$ cat src/rtl/k10_prefetch_unit.sv
// Instruction prefetcher: word fetcher with in-order response FIFO and a
// halfword realigner that presents 16-bit and 32-bit instructions.
module k10_prefetch_unit #(
    parameter logic [31:0] BOOT_ADDR       = 32'h0000_0000,
    parameter int unsigned FIFO_DEPTH      = 4,
    parameter int unsigned MAX_OUTSTANDING = 2
) (
    input  logic        i_clk,
    input  logic        i_rst_n,
    input  logic        i_pc_set,
    input  logic [31:0] i_pc_target,
    output logic        o_ibus_req,
    output logic [31:0] o_ibus_addr,
    input  logic        i_ibus_gnt,
    input  logic        i_ibus_rvalid,
    input  logic [31:0] i_ibus_rdata,
    input  logic        i_ibus_err,
    output logic        o_valid,
    input  logic        i_ready,
    output logic [31:0] o_pc,
    output logic [31:0] o_instr,
    output logic        o_is_compressed,
    output logic        o_ibus_err,
    output logic        o_busy
);
    localparam int unsigned PW = $clog2(FIFO_DEPTH);
    localparam int unsigned CW = $clog2(FIFO_DEPTH + 1);
    localparam logic [CW-1:0] MAX_OUT = CW'(MAX_OUTSTANDING);
    localparam logic [CW:0]   DEPTH_W = (CW+1)'(FIFO_DEPTH);

    logic [31:0]   pc;
    logic [31:0]   fetch_addr;
    logic [31:0]   mem_data [FIFO_DEPTH];
    logic          mem_err  [FIFO_DEPTH];
    logic [PW-1:0] rd_ptr;
    logic [PW-1:0] wr_ptr;
    logic [CW-1:0] count;
    logic [CW-1:0] outstanding;
    logic [CW-1:0] discard;
    logic [31:0]   held_instr;
    logic          held_comp;
    logic          held_err;

    logic [31:0] h0;
    logic [15:0] h1_lo;
    logic        e0;
    logic        e1;
    logic [15:0] half;
    logic        comp;
    logic        needs_two;
    logic        valid;
    logic [31:0] instr;
    logic        err;
    logic [CW-1:0] occ_eff;
    logic [CW:0]   inflight_sum;
    logic        rv_ok;
    logic        gnt;
    logic        push;
    logic        pop;
    logic        fire;
    logic        target_unused;

    assign target_unused = i_pc_target[0];

    assign h0    = mem_data[rd_ptr];
    assign h1_lo = mem_data[rd_ptr + PW'(1)][15:0];
    assign e0    = mem_err[rd_ptr];
    assign e1    = mem_err[rd_ptr + PW'(1)];

    assign half      = pc[1] ? h0[31:16] : h0[15:0];
    assign comp      = (half[1:0] != 2'b11);
    assign needs_two = !comp && pc[1];
    assign instr     = comp ? {16'h0000, half} : (pc[1] ? {h1_lo, h0[31:16]} : h0);
    assign err       = e0 | (needs_two & e1);
    assign valid     = !i_pc_set && (needs_two ? (count >= CW'(2)) : (count != '0));

    // A redirect empties the FIFO at the edge, so its words no longer block requests.
    assign occ_eff      = i_pc_set ? '0 : count;
    assign inflight_sum = {1'b0, outstanding} + {1'b0, occ_eff};
    assign o_ibus_req   = (outstanding < MAX_OUT) && (inflight_sum < DEPTH_W);
    assign o_ibus_addr  = i_pc_set ? {i_pc_target[31:2], 2'b00} : fetch_addr;

    assign rv_ok = i_ibus_rvalid && (outstanding != '0);
    assign gnt   = o_ibus_req && i_ibus_gnt;
    assign push  = rv_ok && (discard == '0) && !i_pc_set;
    assign fire  = valid && i_ready;
    assign pop   = fire && (pc[1] || !comp);

    assign o_valid         = valid;
    assign o_pc            = pc;
    assign o_instr         = valid ? instr : held_instr;
    assign o_is_compressed = valid ? comp  : held_comp;
    assign o_ibus_err      = valid ? err   : held_err;
    assign o_busy          = !valid && !i_pc_set;

    always_ff @(posedge i_clk) begin
        if (push) begin
            mem_data[wr_ptr] <= i_ibus_rdata;
            mem_err[wr_ptr]  <= i_ibus_err;
        end
    end

    always_ff @(posedge i_clk or negedge i_rst_n) begin
        if (!i_rst_n) begin
            pc          <= BOOT_ADDR;
            fetch_addr  <= {BOOT_ADDR[31:2], 2'b00};
            rd_ptr      <= '0;
            wr_ptr      <= '0;
            count       <= '0;
            outstanding <= '0;
            discard     <= '0;
            held_instr  <= '0;
            held_comp   <= 1'b0;
            held_err    <= 1'b0;
        end else begin
            outstanding <= outstanding - CW'(rv_ok) + CW'(gnt);
            fetch_addr  <= o_ibus_addr + (gnt ? 32'd4 : 32'd0);
            if (valid) begin
                held_instr <= instr;
                held_comp  <= comp;
                held_err   <= err;
            end
            if (i_pc_set) begin
                // Every request issued before the redirect is stale, except one answered now.
                pc      <= {i_pc_target[31:1], 1'b0};
                rd_ptr  <= '0;
                wr_ptr  <= '0;
                count   <= '0;
                discard <= outstanding - CW'(rv_ok);
            end else begin
                if (push) wr_ptr <= wr_ptr + PW'(1);
                if (pop)  rd_ptr <= rd_ptr + PW'(1);
                count <= count + CW'(push) - CW'(pop);
                if (rv_ok && (discard != '0)) discard <= discard - CW'(1);
                if (fire) pc <= pc + (comp ? 32'd2 : 32'd4);
            end
        end
    end
endmodule

$ cat config.mk
export PLATFORM = sky130hd
export DESIGN_NAME = k10_prefetch_unit
export DESIGN_NICKNAME = d
export VERILOG_FILES = /design/src/rtl/k10_prefetch_unit.sv
export SDC_FILE = /design/constraint.sdc
export NUM_CORES = 1
export LEC_CHECK = 0
export CORE_UTILIZATION = 50
export CTS_BUF_LIST = sky130_fd_sc_hd__clkbuf_2
export DETAILED_ROUTE_END_ITERATION = 10
export DONT_BUFFER_PORTS = 1
export PLACE_DENSITY = 0.67
export SYNTH_ARGS = -nofsm -noshare
export SYNTH_HDL_FRONTEND = slang
export SYNTH_SLANG_ARGS = --single-unit
$ cat constraint.sdc
create_clock -name i_clk -period 10.75 [get_ports i_clk]
set_input_delay 1.075 -clock i_clk [delete_from_list [all_inputs] [get_ports i_clk]]
set_output_delay 1.075 -clock i_clk [all_outputs]
set_load 0.02 [all_outputs]
# After elaboration in Yosys (flattened, before gate mapping)
# Memory sizes are Yosys's and may differ from the RTL's.
# Index checks and enable logic that the tools add are counted.
# op_classes
n_lt_le_gt_ge	3
bitwise_logic	2
eq_ne	1
n_mux	22
reduce_logical	23
n_addsub	10
# op_table
operator	count
32-bit 2-to-1 mux	6
32-bit by 3-bit adder with 32-bit output	2
3-bit 2-to-1 mux	6
16-bit 2-to-1 mux	1
1-bit logical AND	11
3-bit nonzero test	3
2-bit 2-to-1 mux	4
2-bit nonzero test	4
3-bit by 1-bit adder with 3-bit output	2
3-bit by 1-bit subtractor with 3-bit output	2
1-bit 2-to-1 mux	5
2-bit by 1-bit adder with 2-bit output (second input constant)	2
3-bit by 3-bit adder with 4-bit output	1
4-bit by 3-bit < comparator with 1-bit output (second input constant)	1
3-bit by 2-bit greater-or-equal comparator with 1-bit output (second input constant)	1
1-bit logical NOT	3
3-bit logical NOT	1
3-bit by 2-bit < comparator with 1-bit output (second input constant)	1
3-bit by 1-bit subtractor with 3-bit output (second input constant)	1
2-bit != test (second input constant)	1
1-bit bitwise AND	1
1-bit logical OR	1
1-bit bitwise OR	1
# totals
n_memories	2
output_inout_bits	101
ff_bits	111
ramBits	132
in_bits	71
# mem_list
memory	depth	word_bits	rd	rd_ports_with_merged_regs	write_ports	line	text
mem_data	4	32	2	0	1	33	logic [31:0] mem_data [FIFO_DEPTH];
mem_err	4	1	2	0	1	34	logic mem_err [FIFO_DEPTH];

# Logic depth before layout (Yosys ltp)
# Gate-level depths: netlist of the first run.
# An unclocked memory read counts as a cell.
# depth
ltp_word	11
mapped_depth	18

# Least setup slack after synthesis of the first run
# No wires, ideal clock.
# synth_path
path_kind	in2reg
from	input port i_pc_set
to	register fetch_addr[20]
required_ps	10670
setup_slack_ps	5445
stages	17
path_buffers	6
setup_ps	80
arrival_time_ps	5225
cell_sequence	buf_4 > buf_6 > buf_2 > buf_1 > buf_2 > buf_1 > nor2_1 > ha_1 > or4_1 > nor3_1 > and2_1 > ha_1 > ha_1 > and2_0 > nand3_1 > a2111oi_2 > xnor2_1
# synth_between
elab_chain_len	7
# synth_lines
item	line	text
start, declared	10	input logic i_pc_set,
3-bit 2-to-1 mux	78	assign occ_eff = i_pc_set ? '0 : count;
3-bit by 3-bit adder with 4-bit output	79	assign inflight_sum = {1'b0, outstanding} + {1'b0, occ_eff};
4-bit by 3-bit < comparator with 1-bit output	80	assign o_ibus_req = (outstanding < MAX_OUT) && (inflight_sum < DEPTH_W);
1-bit logical AND	80	
net o_ibus_req	12	output logic o_ibus_req,
1-bit logical AND	84	assign gnt = o_ibus_req && i_ibus_gnt;
3-bit 2-to-1 mux	117	fetch_addr <= o_ibus_addr + (gnt ? 32'd4 : 32'd0);
32-bit by 3-bit adder with 32-bit output	117	
end signal, assigned	106	fetch_addr <= {BOOT_ADDR[31:2], 2'b00};
end signal, assigned	117	
end, declared	32	logic [31:0] fetch_addr;
# The timed path passes the listed nets, and every way through them passes these cells.
# A chain may end at the register's enable or synchronous reset.

# Worst setup path after layout of the first run
# layout_path
from	register rd_ptr[0]
to	output port o_instr[2]
# layout_between
elab_chain_len	8
# layout_lines
item	line	text
start, declared	35	logic [PW-1:0] rd_ptr;
start signal, assigned	132	if (pop) rd_ptr <= rd_ptr + PW'(1);
memory read 4 x 32 bit (*)	--	
16-bit 2-to-1 mux	70	assign half = pc[1] ? h0[31:16] : h0[15:0];
2-bit != test	71	assign comp = (half[1:0] != 2'b11);
1-bit logical NOT	72	assign needs_two = !comp && pc[1];
1-bit logical AND	72	
1-bit 2-to-1 mux	75	assign valid = !i_pc_set && (needs_two ? (count >= CW'(2)) : (count != '0));
1-bit logical AND	75	
32-bit 2-to-1 mux (*)	91	assign o_instr = valid ? instr : held_instr;
end, declared	21	output logic [31:0] o_instr,
# Every way passes the cells marked *; elsewhere a longest branch is shown, timed or not.

==> results of run 1 <==
[power breakdown]
part           internal (mW)  switching, mW  leakage (nW)  total, mW
clock                  0.315          0.384         0.481      0.699
combinational          0.144          0.320          1.64      0.464
sequential              1.08         0.0715          2.52       1.15
[routing by layer]
layer	wire, um	up-vias	global-route usage, %
met2	12200	209	35.2
met1	10100	3462	26.3
met3	2010	46	8.28
li1	-	3313	-
met4	549	0	7.57
met5	0	-	0
[per-stage QoR]
step | cell area (um^2) | utilization [%]
after CTS | 12300 | 54.7
after floorplan | 11500 | -
after global placement | 11700 | 51.7
after detailed placement | 11700 | 51.7
final | 12300 | 54.7
after global routing | 12300 | 54.7
[flip-flops by register name, indices dropped and copies added (netlist names)]
signal       flops
discard          3
rd_ptr           2
count            3
mem_data       128
fetch_addr      32
held_err         1
wr_ptr           2
held_comp        1
held_instr      32
o_pc            31
outstanding      3
mem_err          4
[cell families after synthesis]
group / share of synthesized area [%]
xor+xnor: 4.51
buf+inv: 3.36
mux: 13.4
fa+ha+maj: 2.64
simple gates: 10.9
flops: 58.6
compound gates: 6.57
other cells: 0.0327
[cell usage after synthesis, drive strengths merged (2+ instances only)]
library cell | instances | share of area [%]
dfrtp | 110 | 24
mux2 | 19 | 1.9
o21ai | 39 | 1.7
mux2i | 33 | 2.9
nor3b | 3 | 0.24
xnor2 | 42 | 3.2
nor4 | 15 | 0.93
and2 | 8 | 0.44
nor2b | 7 | 0.38
or2 | 2 | 0.11
nand4 | 18 | 1.1
o31ai | 18 | 1.2
a211oi | 4 | 0.31
buf | 26 | 1.3
and3 | 6 | 0.33
a32oi | 2 | 0.15
mux4 | 44 | 8.6
nand3b | 2 | 0.13
edfxtp | 132 | 35
or3 | 2 | 0.11
clkbuf | 22 | 0.72
o31a | 10 | 0.76
nor3 | 12 | 0.52
a31oi | 16 | 0.87
nand2 | 86 | 2.8
a22oi | 2 | 0.17
inv | 42 | 1.4
a21o | 3 | 0.20
xor2 | 17 | 1.3
and4 | 2 | 0.15
ha | 21 | 2.3
nand3 | 21 | 0.96
nor4b | 3 | 0.28
a21oi | 9 | 0.39
and4b | 2 | 0.17
nor2 | 40 | 1.3
nand2b | 6 | 0.33
nand4b | 6 | 0.46
fa | 2 | 0.35
[layout make-up]
class / instances / area (um^2)
clock inverters: 19 / 166
well taps: 285 / 357
multi-input cells: 534 / 4370
diodes: 1 / 2.50
repair buffers: 9 / 87.6
clock buffers: 97 / 485
fillers: 1902 / 10200
inverters: 42 / 158
flip-flops and latches: 242 / 6720
[worst max-delay path, cell delays in order (launching register included)]
cell and delay [ns]:
dfrtp_2 0.35, buf_4 0.68, mux4_2 0.63, nand3_1 0.10, o31a_1 0.15, inv_1 0.08
ha_1 0.25, and2b_1 0.24, nor3_1 0.22, or2_2 0.72, inv_1 0.50, buf_4 0.38
a31oi_1 0.53
[final timing paths]
path / endpoint / cells after the start / start
max: o_instr[2] / 12 / rd_ptr[0]
min: held_comp / 1 / i_rst_n
max reg2reg: held_instr[2] / 12 / rd_ptr[0]
min reg2reg: wr_ptr[1] / 2 / wr_ptr[1]
max in group asynchronous: o_pc[12] / 1 / i_rst_n
min in group i_clk: mem_data[0][0] / 0 / i_ibus_rdata[0]
==> impl_metrics.env, run 1 <==
export IMPL_status="complete, no violations"
export IMPL_rsz0062_at_grt="no"
export IMPL_post_cts_resized=0
export IMPL_avgRoutedWirePerCell_um=20.2
export IMPL_p_leak_nw=4.64
export IMPL_holdWs_ns=0.262
export IMPL_cts_tree="built"
export IMPL_end_kind="output port"
export IMPL_maxClockFrequency_mhz=149
export IMPL_synthToLayoutAreaGrowth_pct=7.66
export IMPL_timing_worst_slew_pin_value_ns=1.00
export IMPL_final_layout_size_suffix_gt1_share_pct=21.1
export IMPL_setup_violation_total_in_the_final_timing_report=0
export IMPL_synth_sequential_area_ratio_pct=58.6
export IMPL_cell_at_the_root_of_the_clock_tree="clkbuf_2"
export IMPL_crit_path_max_fanout=54
export IMPL_final_net_count=989
export IMPL_power_density_nw_per_um2=188
export IMPL_timing_final_crit_period_ns=6.73
export IMPL_viasPerCell=5.72
export IMPL_ios=172
export IMPL_dp_final_hpwl_um=15700
export IMPL_timing_final_crit_share_pct=62.6
export IMPL_cell_count_after_synthesis=866
export IMPL_holdCritPathClass="in -> async"
export IMPL_reg2reg_slack_ns=5.72
export IMPL_synth_enable_flop_cells=132
export IMPL_drt_pre_antenna_iters=5
export IMPL_fp_dieW_um=153
export IMPL_detail_route_drc_violations=0
export IMPL_drt_iter0_drc=455
export IMPL_grt_start_max_net_pins=136
export IMPL_number_of_antenna_violations_at_the_first_check_in_global_routing=1
export IMPL_post_place_ws_ns=4.77
export IMPL_cts_sink_count=242
export IMPL_final_cell_count_no_fill=1229
export IMPL_synthArstFlopShare_pct=45.5
export IMPL_timing_critical_path_from_type="register"
export IMPL_clock_skew_ns=0.0832
export IMPL_timing_final_max_slew_violations=0
export IMPL_full_die_area_um2=23500
export IMPL_cts_clk_slew_worst_paths_ns=0.11
export IMPL_ys_seq_elements=242
export IMPL_dp_cells=1111
export IMPL_setup_ws_ns=4.02
export IMPL_ys_flop_type="edfxtp_1"
export IMPL_cts_buffers_inserted=66
export IMPL_clk_path_buf_depth=3
export IMPL_rows=55
export IMPL_htree_levels=3
export IMPL_portBuffers=0
export IMPL_grt_usage_pct=21.6
export IMPL_grt_pass1_vias=7188
export IMPL_cts_setup_buffers=0
export IMPL_global_route_wire_length_before_repair_um=38900
export IMPL_ys_types=65
export IMPL_routed_wl_um=24900
export IMPL_via_count=7030
export IMPL_critPathKind="reg -> out"
export IMPL_die_height_um=153
export IMPL_synthesized_area_divided_by_synthesized_cell_count_um2=13.2
export IMPL_grt_remaining_overflow=0
export IMPL_slew_limit_headroom_pct=33.1
export IMPL_synthesis_yosys_warnings=0
export IMPL_number_of_max_cap_violations=0
export IMPL_finalWeightedCongestion=0.841
export IMPL_fin_total_pwr_mw=2.32
export IMPL_finalHoldViolations=0
export IMPL_layout_cells_most_common="edfxtp_1"
export IMPL_post_cts_hold_buffer_count=1
export IMPL_fin_setup_tns_ns=0
export IMPL_final_cell_mix="132 x edfxtp_1, 108 x dfrtp_1, 97 x clkbuf_2"
export IMPL_worst_path_arrival_time_ns=5.66
export IMPL_worst_endpoint_required_ns=9.68
export IMPL_syn_area_um2=11500
export IMPL_initial_core_util_pct=50.8
export IMPL_synthesis_nets=960
export IMPL_vdd_ir_drop_worst_v=0.000108
export IMPL_clk_insertion_delay_late_ns=0.80
export IMPL_core_um2=22600
export IMPL_drt_antenna_violating_nets=0
Power figures use the tool's default switching activity.
==> run 2: changes to the inputs <==
clock period = 6.9 ns   (was 10.75 ns; I/O delays follow)
==> impl_metrics.env, run 2 (synthesis gave the netlist of run 1 again) <==
export IMPL_die_height_um=153
export IMPL_crit_path_max_fanout=39
export IMPL_layout_filler_cells=1869
export IMPL_detail_route_drc_violations=0
export IMPL_grt_remaining_overflow=0
export IMPL_rows=55
export IMPL_clk_insertion_delay_late_ns=0.85
export IMPL_grt_start_max_net_pins=111
export IMPL_cts_tree="built"
export IMPL_power_density_nw_per_um2=275
export IMPL_number_of_max_cap_violations=0
export IMPL_timing_final_max_slew_violations=0
export IMPL_drt_pre_antenna_iters=5
export IMPL_cts_buffers_inserted=61
export IMPL_critPathKind="reg -> out"
export IMPL_drt_antenna_violating_nets=0
export IMPL_finalHoldViolations=0
export IMPL_layout_cells_most_common="edfxtp_1"
export IMPL_fp_dieW_um=153
export IMPL_route_layer_met1_wl_um=10100
export IMPL_final_cell_count_no_fill=1294
export IMPL_critical_path_top_delay_family="buffers and inverters"
export IMPL_end_kind="output port"
export IMPL_timing_worst_slew_pin_value_ns=1.02
export IMPL_postPlaceCellArea_um2=11700
export IMPL_drt_iter0_drc=434
export IMPL_dp_final_hpwl_um=15500
export IMPL_cts_sink_count=242
export IMPL_grt_pass1_vias=7503
export IMPL_viasPerCell=5.64
export IMPL_status="complete, no violations"
export IMPL_slew_limit_headroom_pct=32.1
export IMPL_largest_register="mem_data"
export IMPL_routed_wl_met2_um=12400
export IMPL_cts_clk_slew_worst_paths_ns=0.10
export IMPL_critPathSlowestCell="mux4_2"
export IMPL_routed_wl_um=25000
export IMPL_grt_usage_pct=21.7
export IMPL_timing_final_crit_share_pct=81.7
export IMPL_cell_at_the_root_of_the_clock_tree="clkbuf_2"
export IMPL_clk_path_buf_depth=3
export IMPL_avgRoutedWirePerCell_um=19.3
export IMPL_finalWeightedCongestion=0.841
export IMPL_dp_cells=1112
export IMPL_worst_endpoint_required_ns=6.21
export IMPL_number_of_antenna_violations_at_the_first_check_in_global_routing=2
export IMPL_cts_setup_buffers=0
export IMPL_final_layout_size_suffix_gt1_share_pct=19.9
export IMPL_dr_max_layer_used="met4"
export IMPL_worst_path_arrival_time_ns=4.95
export IMPL_htree_levels=2
export IMPL_fin_setup_tns_ns=0
export IMPL_portBuffers=0
export IMPL_synthToLayoutAreaGrowth_pct=13.0
export IMPL_critical_path_max_stage_delay_ns=0.59
export IMPL_holdCritPathClass="in -> reg"
export IMPL_setup_violation_total_in_the_final_timing_report=0
export IMPL_flip_flop_count_of_the_largest_register_all_copies_and_words_added=128
export IMPL_postLayoutCellArea_um2=13000
export IMPL_wl_met3_um=1700
export IMPL_timing_final_crit_period_ns=5.64
export IMPL_largestRegisters="mem_data x128, fetch_addr x32, held_instr x32"
export IMPL_rsz0062_at_grt="no"
export IMPL_vdd_ir_drop_worst_v=0.000154
export IMPL_cp_num_buf_inv=4
export IMPL_timing_critical_path_from_type="register"
export IMPL_clock_skew_ns=0.0709
export IMPL_fin_total_pwr_mw=3.56
export IMPL_maxClockFrequency_mhz=177
export IMPL_p_leak_nw=4.90
export IMPL_cp_cell_sequence="mux4_2, nand3_1, o31a_1, inv_1, ha_1, o21ba_2, nor3_1, or2_2, buf_4, inv_1, buf_4, nor2_1, a31oi_1"
export IMPL_ios=172
export IMPL_initial_core_util_pct=50.8
export IMPL_final_cell_mix="132 x edfxtp_1, 108 x dfrtp_1, 102 x clkbuf_2"
export IMPL_final_net_count=1050
export IMPL_full_die_area_um2=23500
export IMPL_via_count=7292
export IMPL_global_route_wire_length_before_repair_um=39600
export IMPL_core_um2=22600
==> run 2: changes by cell type in the layout (fill, tap and decap cells not counted), sizes merged <==
cell and delta:
bufinv -2, inv -1, clkinvlp -1, clkinv -3, diode +1, clkbuf +5, buf +2, dlygate4sd3 +64
==> run 2: stage by stage <==
stage / hold WS [ns] / utilization [%] / setup slack, ns
global route: 0.000478 / 57.4 / 0.929
floorplan: 0.394 / - / 1.98
CTS: 0.00542 / 57.4 / 1.18
detailed placement: 0.397 / 51.7 / 2.11
global placement: 0.397 / 51.7 / 2.14
finish: 0.0935 / 57.4 / 1.26
==> run 2: power breakdown <==
part	switching (mW)	total (mW)	internal, mW
Sequential	0.112	1.80	1.69
Combinational	0.521	0.773	0.252
Clock	0.563	0.988	0.424
==> run 2: routing by layer <==
layer | vias to the layer above | GRT usage [%]
met2 | 198 | 36.4
met1 | 3595 | 26.3
li1 | 3436 | -
met5 | - | 0
met3 | 63 | 6.10
met4 | 0 | 9.52
==> run 2: area by class of cell <==
cell class / count / area, um^2 / share of cell area, %
timing repair buffer: 75 / 763 / 5.89
tap: 285 / 357 / 2.75
clock inverter: 12 / 77.6 / 0.599
sequential: 242 / 6720 / 51.9
antenna: 2 / 5.00 / 0.0386
clock buffer: 102 / 510 / 3.94
multi-input combinational: 534 / 4370 / 33.7
inverter: 42 / 158 / 1.22
==> run 2: worst paths after layout <==
| path | startpoint | end | slack (ns) | cells past startpoint |
|---|---|---|---|---|
| max | rd_ptr[0] | o_instr[15] | 1.26 | 13 |
| min | i_pc_set | o_pc[2] | 0.09 | 2 |
| max in group asynchronous | i_rst_n | rd_ptr[0] | 5.92 | 2 |
| max reg2reg | rd_ptr[0] | held_instr[15] | 2.61 | 13 |
| min in group asynchronous | i_rst_n | fetch_addr[25] | 0.43 | 2 |
| min reg2reg | wr_ptr[1] | wr_ptr[1] | 0.60 | 2 |
==> run 2: repair_timing <==
item / 4_1_cts / 5_1_grt
endpoints found under the hold margin: 286 / 0
hold buffers: 66 / 0
gates resized for setup: 0 / 0
==> run 2: worst reg2reg max path: cells and delay by family, from the launching register on <==
kind                     cells  cell delay [ns]
buffers and inverters        4             1.21
AO/OA/AOI/OAI                3             1.01
multiplexers                 1             0.59
flip-flops                   1             0.58
AND/OR/NAND/NOR              4             0.52
adder cells (fa/ha/maj)      1             0.24
==> RTL change, RTL diff (config.mk and constraints of run 2) <==
Change the parameter `FIFO_DEPTH` from 4 to 2.
--- a/src/rtl/k10_prefetch_unit.sv
+++ b/src/rtl/k10_prefetch_unit.sv
@@ -3,5 +3,5 @@
 module k10_prefetch_unit #(
     parameter logic [31:0] BOOT_ADDR       = 32'h0000_0000,
-    parameter int unsigned FIFO_DEPTH      = 4,
+    parameter int unsigned FIFO_DEPTH      = 2,
     parameter int unsigned MAX_OUTSTANDING = 2
 ) (
Function: changed (Yosys sat finds a counterexample within 4 cycles, from zero or initial values and one cycle with i_rst_n low).
==> RTL change against run 2 <==
- total power is 29% lower
- synthesized area decreased by 27%
- critical path type unchanged
- sequential cell count shrank 71
- final area shrank 28%
- synthesized cell count shrank 11%
- die area fell by 27%
- highest routed layer unchanged
- first-iteration DRC count is 5.1% lower
- setup slack better by 0.59 ns
- critical path depth decreased by 7
- routed wire length down 20%
- largest power group unchanged
==> RTL change: results (changes against run 2) <==
status:
  status: "finished, final reports clean"
setup_path:
  cpMaxStageDelayCell: "o21ai_0"
  ff2ff_setup_slack_ns: 2.86  # +0.25 ns
  rr_endpoint: "fetch_addr[27]"
  worst-path-max-fanout: 33  # -15%
  rr_startpoint: "count[1]"
  rr_worst_depth: 10  # -3
routing:
  met2WireLength_mm: 9.889  # -21%
  wirelength_mm: 20.01  # -20%
  dr_wl_met3_mm: 1.296  # -24%
  wl_met1_mm: 8.508  # -16%
  vias_per_cell: 5.909  # +4.9%
  dr.pass1.iters: 7  # +2
hold_path:
  whs_endpoint: "o_pc[6]"
  hp-start: "i_pc_target[6]"
yosys:
  syn-num-nets: 855  # -11%
  ys_types: 57  # -12%
  async_flop_share_pct: 61.40  # +16 points
  synth_area_leaders: "dfrtp_1 (31%), edfxtp_1 (24%), nand2_1 (4.3%), mux2i_1 (4.2%), o21ai_0 (4.1%)"
  synthTopCellsByCount: "dfrtp_1 (105), nand2_1 (96), o21ai_0 (68), edfxtp_1 (66), nor2_1 (41)"
  synth_seq_area_share_pct: 55.15  # -3.4 points
place:
  dpl.hpwl_mm: 13.21  # -15%
  dpl_cell_area_sq_um: 8542  # -27%
timing:
  fin_skew_ns: 0.03913  # -0.03176 ns
  slew_headroom_pct: 31.17  # -0.97 points
cells_and_area:
  drive_above_1_share_pct: 9.783  # -10 points
  fill_cells: 1407  # -25%
  nets: 896  # -15%
grt:
  antenna_found_initial: 1  # -1
  grt_pass1_vias: 6150  # -18%
  grt_usage_pct: 23.59  # +1.9 points
  grt_max_degree: 106  # -4.5%
  grt_first_pass_wirelength_mm: 31.79  # -20%
pwr:
  power_leakage_nw: 3.543  # -28%
  ir_drop_v: 0.0001534  # -0.46%
clock_tree:
  numCtsBuffers: 17  # -72%
  h-tree-depth: 4  # +2
  clock-sinks: 171  # -29%
-- RTL change: changes by cell type after synthesis, moves of 12 or more --
cell / run 2 / this run
a21oi_1: 9 / 21
edfxtp_1: 132 / 66
ha_1: 21 / 9
inv_1: 41 / 28
mux4_2: 44 / 2
o21ai_0: 38 / 68
or4_1: 1 / 13
-- RTL change: critical path, delay by kind of cell, from the launching register on --
kind	cells	cell delay, ns
compound gates	2	1.08
simple gates	2	0.96
buf+inv	2	0.72
flops	1	0.84
-- RTL change: area by class of cell --
type                            count  area share (%)
Antenna cell                        1         0.02672
Clock inverter                     15           1.777
Sequential cell                   171           49.25
Multi-Input combinational cell    535           37.48
Timing Repair Buffer               60           6.467
Tap cell                          216           2.886
Clock buffer                       17          0.9086
Inverter                           30           1.203
-- RTL change: worst max-delay path by stage --
stage               startpoint  slack (ns)  depth (start not counted)        endpoint
floorplan             i_pc_set        2.81                         15  fetch_addr[27]
global placement      i_pc_set        2.39                         12  fetch_addr[27]
detailed placement    i_pc_set        2.28                         12  fetch_addr[27]
CTS                     rd_ptr        1.74                          6     o_instr[26]
global route            rd_ptr        1.52                          6     o_instr[18]
finish                  rd_ptr        1.85                          6     o_instr[22]
-- RTL change: stage by stage --
step	total power (W)	hold slack, ns	instances	util, %
5_1_grt	0.002682	0.007641	1045	58.11
6_report	0.002541	0.09885	1045	58.11
3_3_place_gp	0.001955	0.3970	957	53.00
4_1_cts	0.002566	0.001160	1042	57.97
3_5_place_dp	0.001984	0.3960	957	53.00
2_1_floorplan	0.001850	0.3944	774	-
-- RTL change: kinds of logic after synthesis --
| kind of cell | Yosys count | share of synthesized area (%) |
|---|---|---|
| AOI/OAI and AO/OA | 141 | 10.21 |
| adders and majority gates | 10 | 1.587 |
| muxes | 66 | 8.638 |
| DFF | 171 | 55.15 |
| xor gates and xnor gates | 51 | 5.344 |
| buffers and inverters | 68 | 3.263 |
| and+or+nand+nor | 266 | 15.76 |
| other | 1 | 0.04487 |
-- RTL change: repair_timing --
action / 4_1_cts / 5_1_grt
endpoints found under the setup margin: 0 / 0
setup buffers: 0 / 0
hold buffers: 53 / 2
hold endpoints to repair: 204 / 2
-- RTL change: power breakdown --
group	internal (W)	switching (W)
clock network	0.000124	0.000415
registers	0.00123	0.000108
logic	0.000192	0.000472
-- RTL change: metal layers --
| metal | vias up | track usage (%) |
|---|---|---|
| li1 | 2898 | - |
| met3 | 26 | 6.559 |
| met1 | 3038 | 29.77 |
| met2 | 213 | 39.24 |
| met4 | 0 | 7.558 |
| met5 | - | 0 |
